$ cat src/rtl/uart_mem_bridge_pkg.sv
// uart_mem_bridge_pkg: opcodes, response bytes, FSM states and frame arg lengths for uart_mem_bridge.
package uart_mem_bridge_pkg;
  localparam logic [7:0] OP_WRITE = 8'h0F;
  localparam logic [7:0] OP_READ  = 8'hFF;
  localparam logic [7:0] OP_PING  = 8'hA5;
  localparam logic [7:0] RSP_ACK  = 8'hAC;
  localparam logic [7:0] RSP_NAK  = 8'hEE;
  localparam logic [7:0] RSP_PONG = 8'h5A;
  typedef enum logic [2:0] {IDLE, ARGS, WRITE, RD_ADDR, RD_WAIT, RD_SEND, RESP} state_t;
  function automatic int arg_len(input logic [7:0] op, input int addr_bytes, input int data_bytes, input bit chk);
    return op == OP_WRITE ? addr_bytes + 1 + data_bytes + int'(chk) :
           op == OP_READ  ? 2 * addr_bytes + int'(chk) : 0;
  endfunction
endpackage

$ cat src/rtl/uart_mem_bridge_timeout.sv
// uart_mem_bridge_timeout: inter-byte silence counter for frames in progress.
// Ports: clk, rst_n (sync, active-low); clear restarts the count; en counts while high;
// expired is high on the TIMEOUT_CYCLES-th consecutive enabled, uncleared cycle.
module uart_mem_bridge_timeout #(
  parameter int TIMEOUT_CYCLES = 1000000
) (
  input  logic clk,
  input  logic rst_n,
  input  logic clear,
  input  logic en,
  output logic expired
);
  localparam int CW = $clog2(TIMEOUT_CYCLES + 1);
  logic [CW-1:0] cnt;
  assign expired = en && !clear && cnt == CW'(TIMEOUT_CYCLES - 1);
  always_ff @(posedge clk) begin
    if (!rst_n || clear || !en) cnt <= '0;
    else cnt <= cnt + 1'b1;
  end
endmodule

$ cat src/rtl/uart_mem_bridge.sv
// uart_mem_bridge: UART byte-stream debug bridge to a dual-port block RAM (write words, stream word ranges).
// Ports: clk, rst_n (sync, active-low); rx_valid/rx_data received byte strobe;
// tx_valid/tx_ready/tx_data outgoing byte handshake; mem_addra/mem_wea/mem_dia write port;
// mem_addrb/mem_dob read port (dob valid one clk after addrb); busy = FSM not IDLE.
// Build option: UART_MEM_BRIDGE_CHKSUM_EN adds XOR checksum bytes to WRITE/READ frames and READ streams.
module uart_mem_bridge
  import uart_mem_bridge_pkg::*;
#(
  parameter int ADDR_BYTES = 2,
  parameter int DATA_BYTES = 4,
  parameter int TIMEOUT_CYCLES = 1000000
) (
  input  logic                    clk,
  input  logic                    rst_n,
  input  logic                    rx_valid,
  input  logic [7:0]              rx_data,
  input  logic                    tx_ready,
  output logic                    tx_valid,
  output logic [7:0]              tx_data,
  output logic [8*ADDR_BYTES-1:0] mem_addra,
  output logic [DATA_BYTES-1:0]   mem_wea,
  output logic [8*DATA_BYTES-1:0] mem_dia,
  output logic [8*ADDR_BYTES-1:0] mem_addrb,
  input  logic [8*DATA_BYTES-1:0] mem_dob,
  output logic                    busy
);
  localparam int AW = 8 * ADDR_BYTES;
  localparam int DW = 8 * DATA_BYTES;
`ifdef UART_MEM_BRIDGE_CHKSUM_EN
  localparam bit CHK = 1'b1;
`else
  localparam bit CHK = 1'b0;
`endif
  localparam int LEN_W = arg_len(OP_WRITE, ADDR_BYTES, DATA_BYTES, CHK);
  localparam int LEN_R = arg_len(OP_READ, ADDR_BYTES, DATA_BYTES, CHK);
  localparam int ARG_MAX = LEN_W > LEN_R ? LEN_W : LEN_R;
  // Args shift in from the top, so a frame of N bytes ends up left-aligned at byte ARG_MAX-N.
  localparam int WB = 8 * (ARG_MAX - LEN_W);
  localparam int RB = 8 * (ARG_MAX - LEN_R);
  state_t state;
  logic [7:0] op, cnt, axor, csum, idx;
  logic [8*ARG_MAX-9:0] arg;
  logic [8*ARG_MAX-1:0] argn;
  logic [AW-1:0] cur, last, nxt, rd_start, rd_end, diff;
  logic [DW-1:0] word, wsh;
  logic chk_ok, rd_ok, last_arg, expired, xfer;
  assign argn = {rx_data, arg};
  assign rd_start = argn[RB +: AW];
  assign rd_end = argn[RB+AW +: AW];
  assign diff = rd_end - rd_start;
  assign rd_ok = rd_end >= rd_start && (diff % AW'(DATA_BYTES)) == '0;
  // With checksums the final arg byte is the checksum; axor then holds the XOR of the bytes before it.
  assign chk_ok = !CHK || axor == argn[8*ARG_MAX-1 -: 8];
  assign last_arg = cnt == 8'(op == OP_WRITE ? LEN_W - 1 : LEN_R - 1);
  assign xfer = tx_valid && tx_ready;
  assign wsh = word >> 8;
  assign nxt = cur + AW'(DATA_BYTES);
  assign busy = state != IDLE;
  uart_mem_bridge_timeout #(.TIMEOUT_CYCLES(TIMEOUT_CYCLES)) u_timeout (
    .clk(clk), .rst_n(rst_n), .clear(rx_valid), .en(state == ARGS), .expired(expired)
  );
  always_ff @(posedge clk) begin
    if (!rst_n) begin
      state <= IDLE;
      op <= '0;
      cnt <= '0;
      axor <= '0;
      csum <= '0;
      idx <= '0;
      arg <= '0;
      cur <= '0;
      last <= '0;
      word <= '0;
      tx_valid <= 1'b0;
      tx_data <= '0;
      mem_addra <= '0;
      mem_wea <= '0;
      mem_dia <= '0;
      mem_addrb <= '0;
    end else begin
      case (state)
        IDLE: if (rx_valid) begin
          op <= rx_data;
          cnt <= '0;
          axor <= '0;
          if (rx_data == OP_WRITE || rx_data == OP_READ) state <= ARGS;
          else begin
            tx_valid <= 1'b1;
            tx_data <= rx_data == OP_PING ? RSP_PONG : RSP_NAK;
            state <= RESP;
          end
        end
        ARGS: if (rx_valid) begin
          arg <= argn[8*ARG_MAX-1:8];
          cnt <= cnt + 8'd1;
          axor <= axor ^ rx_data;
          if (last_arg) begin
            if (!chk_ok || (op == OP_READ && !rd_ok)) begin
              tx_valid <= 1'b1;
              tx_data <= RSP_NAK;
              state <= RESP;
            end else if (op == OP_WRITE) begin
              mem_addra <= argn[WB +: AW];
              mem_wea <= DATA_BYTES'(argn[WB+AW +: 8]);
              mem_dia <= argn[WB+AW+8 +: DW];
              state <= WRITE;
            end else begin
              cur <= rd_start;
              last <= rd_end;
              mem_addrb <= rd_start;
              csum <= '0;
              state <= RD_ADDR;
            end
          end
        end else if (expired) begin
          tx_valid <= 1'b1;
          tx_data <= RSP_NAK;
          state <= RESP;
        end
        WRITE: begin
          mem_wea <= '0;
          tx_valid <= 1'b1;
          tx_data <= RSP_ACK;
          state <= RESP;
        end
        RD_ADDR: state <= RD_WAIT;
        RD_WAIT: begin
          word <= mem_dob;
          tx_data <= mem_dob[7:0];
          tx_valid <= 1'b1;
          idx <= '0;
          state <= RD_SEND;
        end
        RD_SEND: if (xfer) begin
          csum <= csum ^ tx_data;
          if (idx == 8'(DATA_BYTES - 1)) begin
            if (cur == last) begin
              // Stream checksum covers every byte sent, including the one just accepted.
              tx_valid <= CHK;
              tx_data <= csum ^ tx_data;
              state <= CHK ? RESP : IDLE;
            end else begin
              cur <= nxt;
              mem_addrb <= nxt;
              tx_valid <= 1'b0;
              state <= RD_ADDR;
            end
          end else begin
            idx <= idx + 8'd1;
            word <= wsh;
            tx_data <= wsh[7:0];
          end
        end
        RESP: if (xfer) begin
          tx_valid <= 1'b0;
          state <= IDLE;
        end
        default: state <= IDLE;
      endcase
    end
  end
endmodule

$ cat config.mk
export PLATFORM = sky130hd
export DESIGN_NAME = uart_mem_bridge
export DESIGN_NICKNAME = d
export VERILOG_FILES = /design/src/rtl/uart_mem_bridge_pkg.sv /design/src/rtl/uart_mem_bridge_timeout.sv /design/src/rtl/uart_mem_bridge.sv
export SDC_FILE = /design/constraint.sdc
export NUM_CORES = 1
export LEC_CHECK = 0
export BUFFER_PORTS_ARGS = -buffer_cell sky130_fd_sc_hd__buf_2
export CAP_MARGIN = 20
export CORE_MARGIN = 3
export CORE_UTILIZATION = 60
export DETAILED_ROUTE_END_ITERATION = 10
export MAX_ROUTING_LAYER = met4
export PLACE_DENSITY = 0.78
export SLEW_MARGIN = 20
export SYNTH_ARGS = -nofsm -noshare
export SYNTH_HDL_FRONTEND = slang
export SYNTH_SLANG_ARGS = --single-unit
$ cat constraint.sdc
create_clock -name clk -period 4.7 [get_ports clk]
set_clock_uncertainty 0.05 [all_clocks]
set_input_delay 0.94 -clock clk [delete_from_list [all_inputs] [get_ports clk]]
set_output_delay 0.94 -clock clk [all_outputs]
set_load 0.03 [all_outputs]
; After elaboration in Yosys (flattened, before gate mapping)
; Cells that the tools add are included.
[word_totals]
reg_bits = 228
inputBits = 44
word_cells = 151
[op_classes]
n_addsub = 5
n_lt_le_gt_ge = 1
n_eq_ne = 31
n_mux = 62
bitwise = 3
reduce_logical = 34
[op_table]
columns = operator, n
row1 = 8-bit 2-to-1 mux, 19
row2 = 16-bit 2-to-1 mux, 7
row3 = 32-bit 2-to-1 mux, 2
row4 = 32-bit one-hot mux with 2 select lines, 1
row5 = 8-bit one-hot mux with 2 select lines, 3
row6 = 8-bit one-hot mux with 5 select lines, 1
row7 = 16-bit one-hot mux with 2 select lines, 1
row8 = 3-bit 2-to-1 mux, 10
row9 = "8-bit equality test, second input constant", 3
row10 = "2-bit inequality test, second input constant", 12
row11 = 3-bit one-hot mux with 7 select lines, 1
row12 = "20-bit by 1-bit adder with 20-bit output, second input constant", 1
row13 = "20-bit equality test, second input constant", 1
row14 = "16-bit by 3-bit adder with 16-bit output, second input constant", 1
row15 = "8-bit by 1-bit adder with 8-bit output, second input constant", 2
row16 = 16-bit equality test, 1
row17 = "8-bit by 4-bit equality test with 1-bit output, second input constant", 2
row18 = 16-bit greater-or-equal comparator, 1
row19 = 16-bit zero test, 1
row20 = 4-bit 2-to-1 mux, 4
row21 = 8-bit AND reduction, 2
row22 = 5-bit AND reduction, 3
row23 = "3-bit inequality test, second input constant", 4
row24 = 6-bit AND reduction, 2
row25 = 23 further kinds, 51

; Longest topological paths before layout
[logic_depth]
depth_word = 9
ltp_mapped = 10
mapped_depth_nobuf = 9

; By module
; Synthesis repeated with hierarchy kept, for this count alone.
[hier_totals]
cells_unflattened = 1198
area_unflattened_um2 = 9880.7
[modules_own_cells]
columns = mod, instances, cells_each, area_each_um2, seq_area_each_um2
row1 = uart_mem_bridge, 1, 1093, 8947.3, 4003.8
row2 = uart_mem_bridge_timeout, 1, 105, 933.4, 400.4

; Worst setup path after synthesis
; No wires, ideal clock.
[synth_path]
kind = input to register
start = input port rx_data[7]
end = register cur[12]
setup_ns = 0.119
arrival_ns = 2.927
required_time_ns = 4.531
slack_ns = 1.604
cell_stages = 8
path_buffers = 0
path_cell_list = ha_1 nand4_1 a211oi_1 a31oi_4 a221oi_4 o22ai_2 or2_2 o221a_2
[synth_between]
elab_chain_cells = 6
[synth_rtl]
columns = element, line
row1 = from (decl), uart_mem_bridge.sv:16  ; input logic [7:0] rx_data,
row2 = 16-bit greater-or-equal comparator, uart_mem_bridge.sv:51  ; assign rd_ok = rd_end >= rd_start && (diff % AW'(DATA_BYTES)) == '0;
row3 = 1-bit logical AND, uart_mem_bridge.sv:51
row4 = 1-bit zero test, uart_mem_bridge.sv:98  ; if (!chk_ok || (op == OP_READ && !rd_ok)) begin
row5 = 1-bit logical AND, uart_mem_bridge.sv:98
row6 = 2-bit inequality test (no line), -
row7 = 8-bit AND reduction (no line), -
row8 = to (signal assigned), uart_mem_bridge.sv:108  ; cur <= rd_start;
row9 = to (signal assigned), uart_mem_bridge.sv:143  ; cur <= nxt;
row10 = to (decl), uart_mem_bridge.sv:44  ; logic [AW-1:0] cur, last, nxt, rd_start, rd_end, diff;
; Every way passes these cells.
; A chain may end at the register's enable or synchronous reset.

; Worst setup path after layout
[layout_path]
start = input port rx_data[7]
end = register mem_wea[0]
[layout_between]
elab_chain_cells = 6
[layout_rtl]
columns = element, line
row1 = 16-bit greater-or-equal comparator, uart_mem_bridge.sv:51
row2 = 1-bit logical AND, uart_mem_bridge.sv:51
row3 = 1-bit zero test, uart_mem_bridge.sv:98
row4 = 1-bit logical AND, uart_mem_bridge.sv:98
row5 = 2-bit inequality test (no line), -
row6 = 5-bit AND reduction (no line), -
row7 = to (signal assigned), uart_mem_bridge.sv:104  ; mem_wea <= DATA_BYTES'(argn[WB+AW +: 8]);
row8 = to (decl), uart_mem_bridge.sv:21  ; output logic [DATA_BYTES-1:0] mem_wea,
; Every way passes these cells.

==> results.txt <==
----------------------------------------------------
[Min path]
  Class of the tightest hold or removal check ... flop to flop

[Critical path]
  Critical Path Start Type ... primary input
  Critical path fanouts, max ... 15
  Arr. time, crit path ... between 3 and 4 ns
  CP max stage delay ... 0.68 ns
  Kind of end point of the critical path ... flop
  Worst EP required ... 5.10 ns
  Cell at the slowest stage of the critical path ... sky130_fd_sc_hd__a311oi_1
  Cells along the critical path ... buf_2 -> ha_1 -> nand4_1 -> o21bai_1 -> nor4_1 -> a221oi_4 -> buf_4 -> a311oi_1 -> a22o_1
  Worst Setup Path Type ... primary input to flop

[Power and ir drop]
  VDD IR max ... 0.0003120 V
  Switching Share ... 33.47%
  Internal power contribution ... 3464 uW
  Sequential group share of total power ... between 40% and 50%
  Static leakage power ... 0.004285 uW
  Combinational fraction of design power ... 22.9%
  Clock group share of total power ... 34.5%
  Switching power ... 1743 uW
  Total power divided by cell area ... between 400 and 500 nW/um^2

[Clock tree]
  Max Buffers Root-to-Sink ... 3
  Post-cts gate resize count ... 0
  Number of clock sinks ... 220
  CTS Root Buffer Type ... sky130_fd_sc_hd__clkbuf_16
  Clock latency on the worst-skew pair ... 0.51 ns
  Number of buffers created by CTS ... 23
  Clock tree from TritonCTS ... built
  Hold bufs inserted after CTS ... 0
  H-tree lvl count ... 1
  Clock-pin slew reported for the worst setup and hold paths after clock tree synthesis ... 0.06 ns
  Number of setup buffers added after CTS ... 0

[Route]
  Detailed-route via count ... between 9000 and 10000
  Vias per cell ... between 5 and 6
  Violation count after the first detailed-routing iteration ... 790
  Wirelength, routed ... 26920 um
  Number of remaining DRC errors ... 0
  Routed WL per cell ... 17.35 um
  Antenna Nets Post-Route ... 0
  Detailed Routing Iterations Pass 1 ... 8

[Placement]
  Post-Place Setup Slack ... roughly 1.0 ns
  Number of placed instances with taps included ... 1511
  Port Buffers ... approximately 120
  Cell area after placement ... 10530 um^2
  Dpl hpwl ... 17620 um
  RD Place Congestion ... 0.9279

[Logic synthesis]
  Synthesized net count ... 1306
  Post-synth top flop ... sky130_fd_sc_hd__dfxtp_1
  Post-synthesis cell type count ... 65
  Post-synthesis sequential area ratio ... 44.73%
  Post-synthesis instance area ... 9847 um^2
  Synth async-reset ratio ... 0%
  Count of flip-flops with a built-in enable after synthesis ... 0
  Synth Instances ... 1242
  Synth warn ... 0
  Synth Register Bits ... 220
  Syn_area_per_cell ... 7.928 um^2

[Timing]
  Least-Margin Pin Slew ... about 1.1 ns
  Least setup slack across all paths after layout ... 1.495 ns
  Setup violations, final ... 0
  Number of max-slew violations in the final report ... 0
  Final period util ... roughly two thirds
  Top achievable clock speed ... 312.1 MHz
  Hold Fails Final Rpt ... 0
  Time the final worst path needs with I/O delays and setup ... 3.205 ns
  TNS Setup ... 0 ns
  Unrepaired setup endpoints after global routing ... false
  Worst slew slack as a fraction of its limit ... between 20 and 30%

[Run status]
  Outcome ... completed

[Global routing]
  Number of antenna violations at the first check in global routing ... 0
  Overall track demand over capacity in global routing ... roughly 30%
  Pin count of the biggest net entering global routing ... 99
  Total gr overflow ... 0
  Number of global-route vias before repair ... 8550
  Wire length of the first global-routing pass ... 43440 um

[Layout]
  Antenna diode count ... 0
  Post-layout nets ... 1384
  Sequential cell area in the final layout ... about 4400 um^2
  Multi-input gate area ... 5047 um^2
  Post-synthesis to final-layout area growth ... 14.55%
  Share of cells above drive strength 1 ... 14.45%
  Layout filler cell count ... 1367
  Final core utilization ... 70.50%
  Post-route cell area ... 11280 um^2
  Filler-free cell count of the finished design ... about 1600

[Floorplan]
  Ports ... approximately 120
  Horizontal extent of the die ... 134.1 um
  Initial core utilization ... 61.54%
  Total Die Area ... 17980 um^2
  Die height ... between 100 and 150 um
  Std-Cell Core Area ... 16000 um^2
  Total number of placement rows ... 46

[Job]
  Max Cap Viol ... 0

----------------------------------------------------
==> final cells by class <==
cell class	count	share of cell area, %
multi-input combinational	916	44.75
sequential	220	39.05
timing repair buffer	134	6.345
clock buffer	35	6.034
tap	216	2.396
inverter	25	0.8541
clock inverter	6	0.5768
==> stage by stage <==
stage	hold WS [ns]	total power, uW
2_1_floorplan	0.3761	3094
3_3_place_gp	0.3857	3390
3_5_place_dp	0.3900	3413
4_1_cts	0.3987	5211
5_1_grt	0.4211	5437
6_report	0.3962	5207
==> cells in the mapped netlist, types with 3 or more instances <==
master                     instances  share of area [%]
sky130_fd_sc_hd__and4_1            5               0.44
sky130_fd_sc_hd__a22o_1            4               0.36
sky130_fd_sc_hd__o211ai_1          9               0.69
sky130_fd_sc_hd__a21oi_1         159                8.1
sky130_fd_sc_hd__buf_1             9               0.34
sky130_fd_sc_hd__xor2_1           28                2.5
sky130_fd_sc_hd__a31oi_1          13               0.83
sky130_fd_sc_hd__a311oi_1         30                2.7
sky130_fd_sc_hd__nor2b_1           4               0.25
sky130_fd_sc_hd__nor3_1           13               0.66
sky130_fd_sc_hd__a22oi_1          15                1.1
sky130_fd_sc_hd__clkbuf_1         62                2.4
sky130_fd_sc_hd__or4_1             5               0.38
sky130_fd_sc_hd__o21ai_1           8               0.41
sky130_fd_sc_hd__o221a_2           4               0.46
sky130_fd_sc_hd__mux2i_1          10                1.0
sky130_fd_sc_hd__nand4_1          21                1.3
sky130_fd_sc_hd__and3_1           17                1.1
sky130_fd_sc_hd__nand2b_1          5               0.32
sky130_fd_sc_hd__nand2_1         310                 12
sky130_fd_sc_hd__inv_1            25               0.95
sky130_fd_sc_hd__or3_1             6               0.38
sky130_fd_sc_hd__nand3b_1          3               0.23
sky130_fd_sc_hd__ha_1             20                2.5
sky130_fd_sc_hd__xnor2_1          20                1.8
sky130_fd_sc_hd__and2_1            3               0.19
sky130_fd_sc_hd__a211oi_1          8               0.61
sky130_fd_sc_hd__dfxtp_1         220                 45
sky130_fd_sc_hd__buf_2             8               0.41
sky130_fd_sc_hd__nor2_1          102                3.9
sky130_fd_sc_hd__nand3_1          24                1.2
sky130_fd_sc_hd__nor4_1           10               0.64
sky130_fd_sc_hd__o22ai_1           3               0.19
sky130_fd_sc_hd__o21ai_0          21                1.1
==> final timing paths <==
path | start | cells past startpoint | slack [ns] | to
max | rx_data[7] | 9 | 1.50 | mem_wea[0]
min | mem_dia[22] | 2 | 0.40 | mem_dia[22]
max reg2reg | arg[38] | 9 | 1.52 | mem_wea[0]
min reg2reg | mem_dia[22] | 2 | 0.40 | mem_dia[22]
==> kinds of logic (layout without fill, tap and decap cells) <==
kind of cell | count (synthesis) | after routing | synth area share, %
AO/OA/AOI/OAI | 295 | 295 | 18.92
XOR/XNOR | 48 | 48 | 4.269
adder cells (fa/ha/maj) | 20 | 20 | 2.541
buffers and inverters | 106 | 200 | 4.257
flip-flops | 220 | 220 | 44.73
multiplexers | 12 | 12 | 1.245
AND/OR/NAND/NOR | 541 | 541 | 24.04
==> registers in the layout, summed over array words and instances, names as in the netlist, 16 cells and up <==
signal	count
word	24
mem_addra	16
last	16
u_timeout.cnt	20
mem_dia	32
arg	48
cur	16
==> critical path, delay by kind of cell <==
| kind | cells | cell delay [ns] |
|---|---|---|
| adder cells (fa/ha/maj) | 1 | 0.34 |
| buffers and inverters | 2 | 0.39 |
| AND/OR/NAND/NOR | 2 | 0.73 |
| AO/OA/AOI/OAI | 4 | 1.21 |
==> power groups by stage <==
stage	sequential [uW]	combinational [uW]	clock, uW
4_1_cts	2210	1180	1820
3_5_place_dp	2250	1170	0
5_1_grt	2240	1310	1890
2_1_floorplan	2250	849	0
3_3_place_gp	2240	1150	0
6_report	2220	1190	1800
==> layout by cell type (no fill, tap or decap), types with 3 or more instances in the layout <==
cell type / count
sky130_fd_sc_hd__inv_1: 24
sky130_fd_sc_hd__o221a_2: 4
sky130_fd_sc_hd__o211ai_1: 9
sky130_fd_sc_hd__a22oi_1: 15
sky130_fd_sc_hd__and2_1: 3
sky130_fd_sc_hd__a31oi_1: 13
sky130_fd_sc_hd__nand3_1: 23
sky130_fd_sc_hd__nand2b_1: 5
sky130_fd_sc_hd__a211oi_1: 8
sky130_fd_sc_hd__clkinv_2: 3
sky130_fd_sc_hd__clkbuf_8: 6
sky130_fd_sc_hd__mux2i_1: 10
sky130_fd_sc_hd__buf_4: 12
sky130_fd_sc_hd__dfxtp_1: 220
sky130_fd_sc_hd__a311oi_1: 30
sky130_fd_sc_hd__nand2_1: 310
sky130_fd_sc_hd__or3_1: 6
sky130_fd_sc_hd__a22o_1: 4
sky130_fd_sc_hd__a21oi_1: 159
sky130_fd_sc_hd__and4_1: 5
sky130_fd_sc_hd__o22ai_1: 3
sky130_fd_sc_hd__and3_1: 17
sky130_fd_sc_hd__nor3_1: 13
sky130_fd_sc_hd__xor2_1: 28
sky130_fd_sc_hd__nor2b_1: 4
sky130_fd_sc_hd__nand4_1: 21
sky130_fd_sc_hd__clkbuf_16: 23
sky130_fd_sc_hd__xnor2_1: 20
sky130_fd_sc_hd__o21ai_0: 21
sky130_fd_sc_hd__nor4_1: 9
sky130_fd_sc_hd__clkbuf_1: 6
sky130_fd_sc_hd__nor2_1: 99
sky130_fd_sc_hd__nand3b_1: 3
sky130_fd_sc_hd__ha_1: 20
sky130_fd_sc_hd__buf_2: 121
sky130_fd_sc_hd__o21ai_1: 8
sky130_fd_sc_hd__or4_1: 5
==> metal layers <==
| metal | up-vias | GRT usage, % | routed length, um |
|---|---|---|---|
| li1 | 4475 | - | - |
| met1 | 4417 | 40.98 | 12000 |
| met2 | 353 | 46.38 | 12380 |
| met3 | 57 | 4.389 | 1824 |
| met4 | 0 | 8.880 | 718 |
| met5 | - | - | 0 |
No activity file was read; power rests on OpenSTA's default activity.
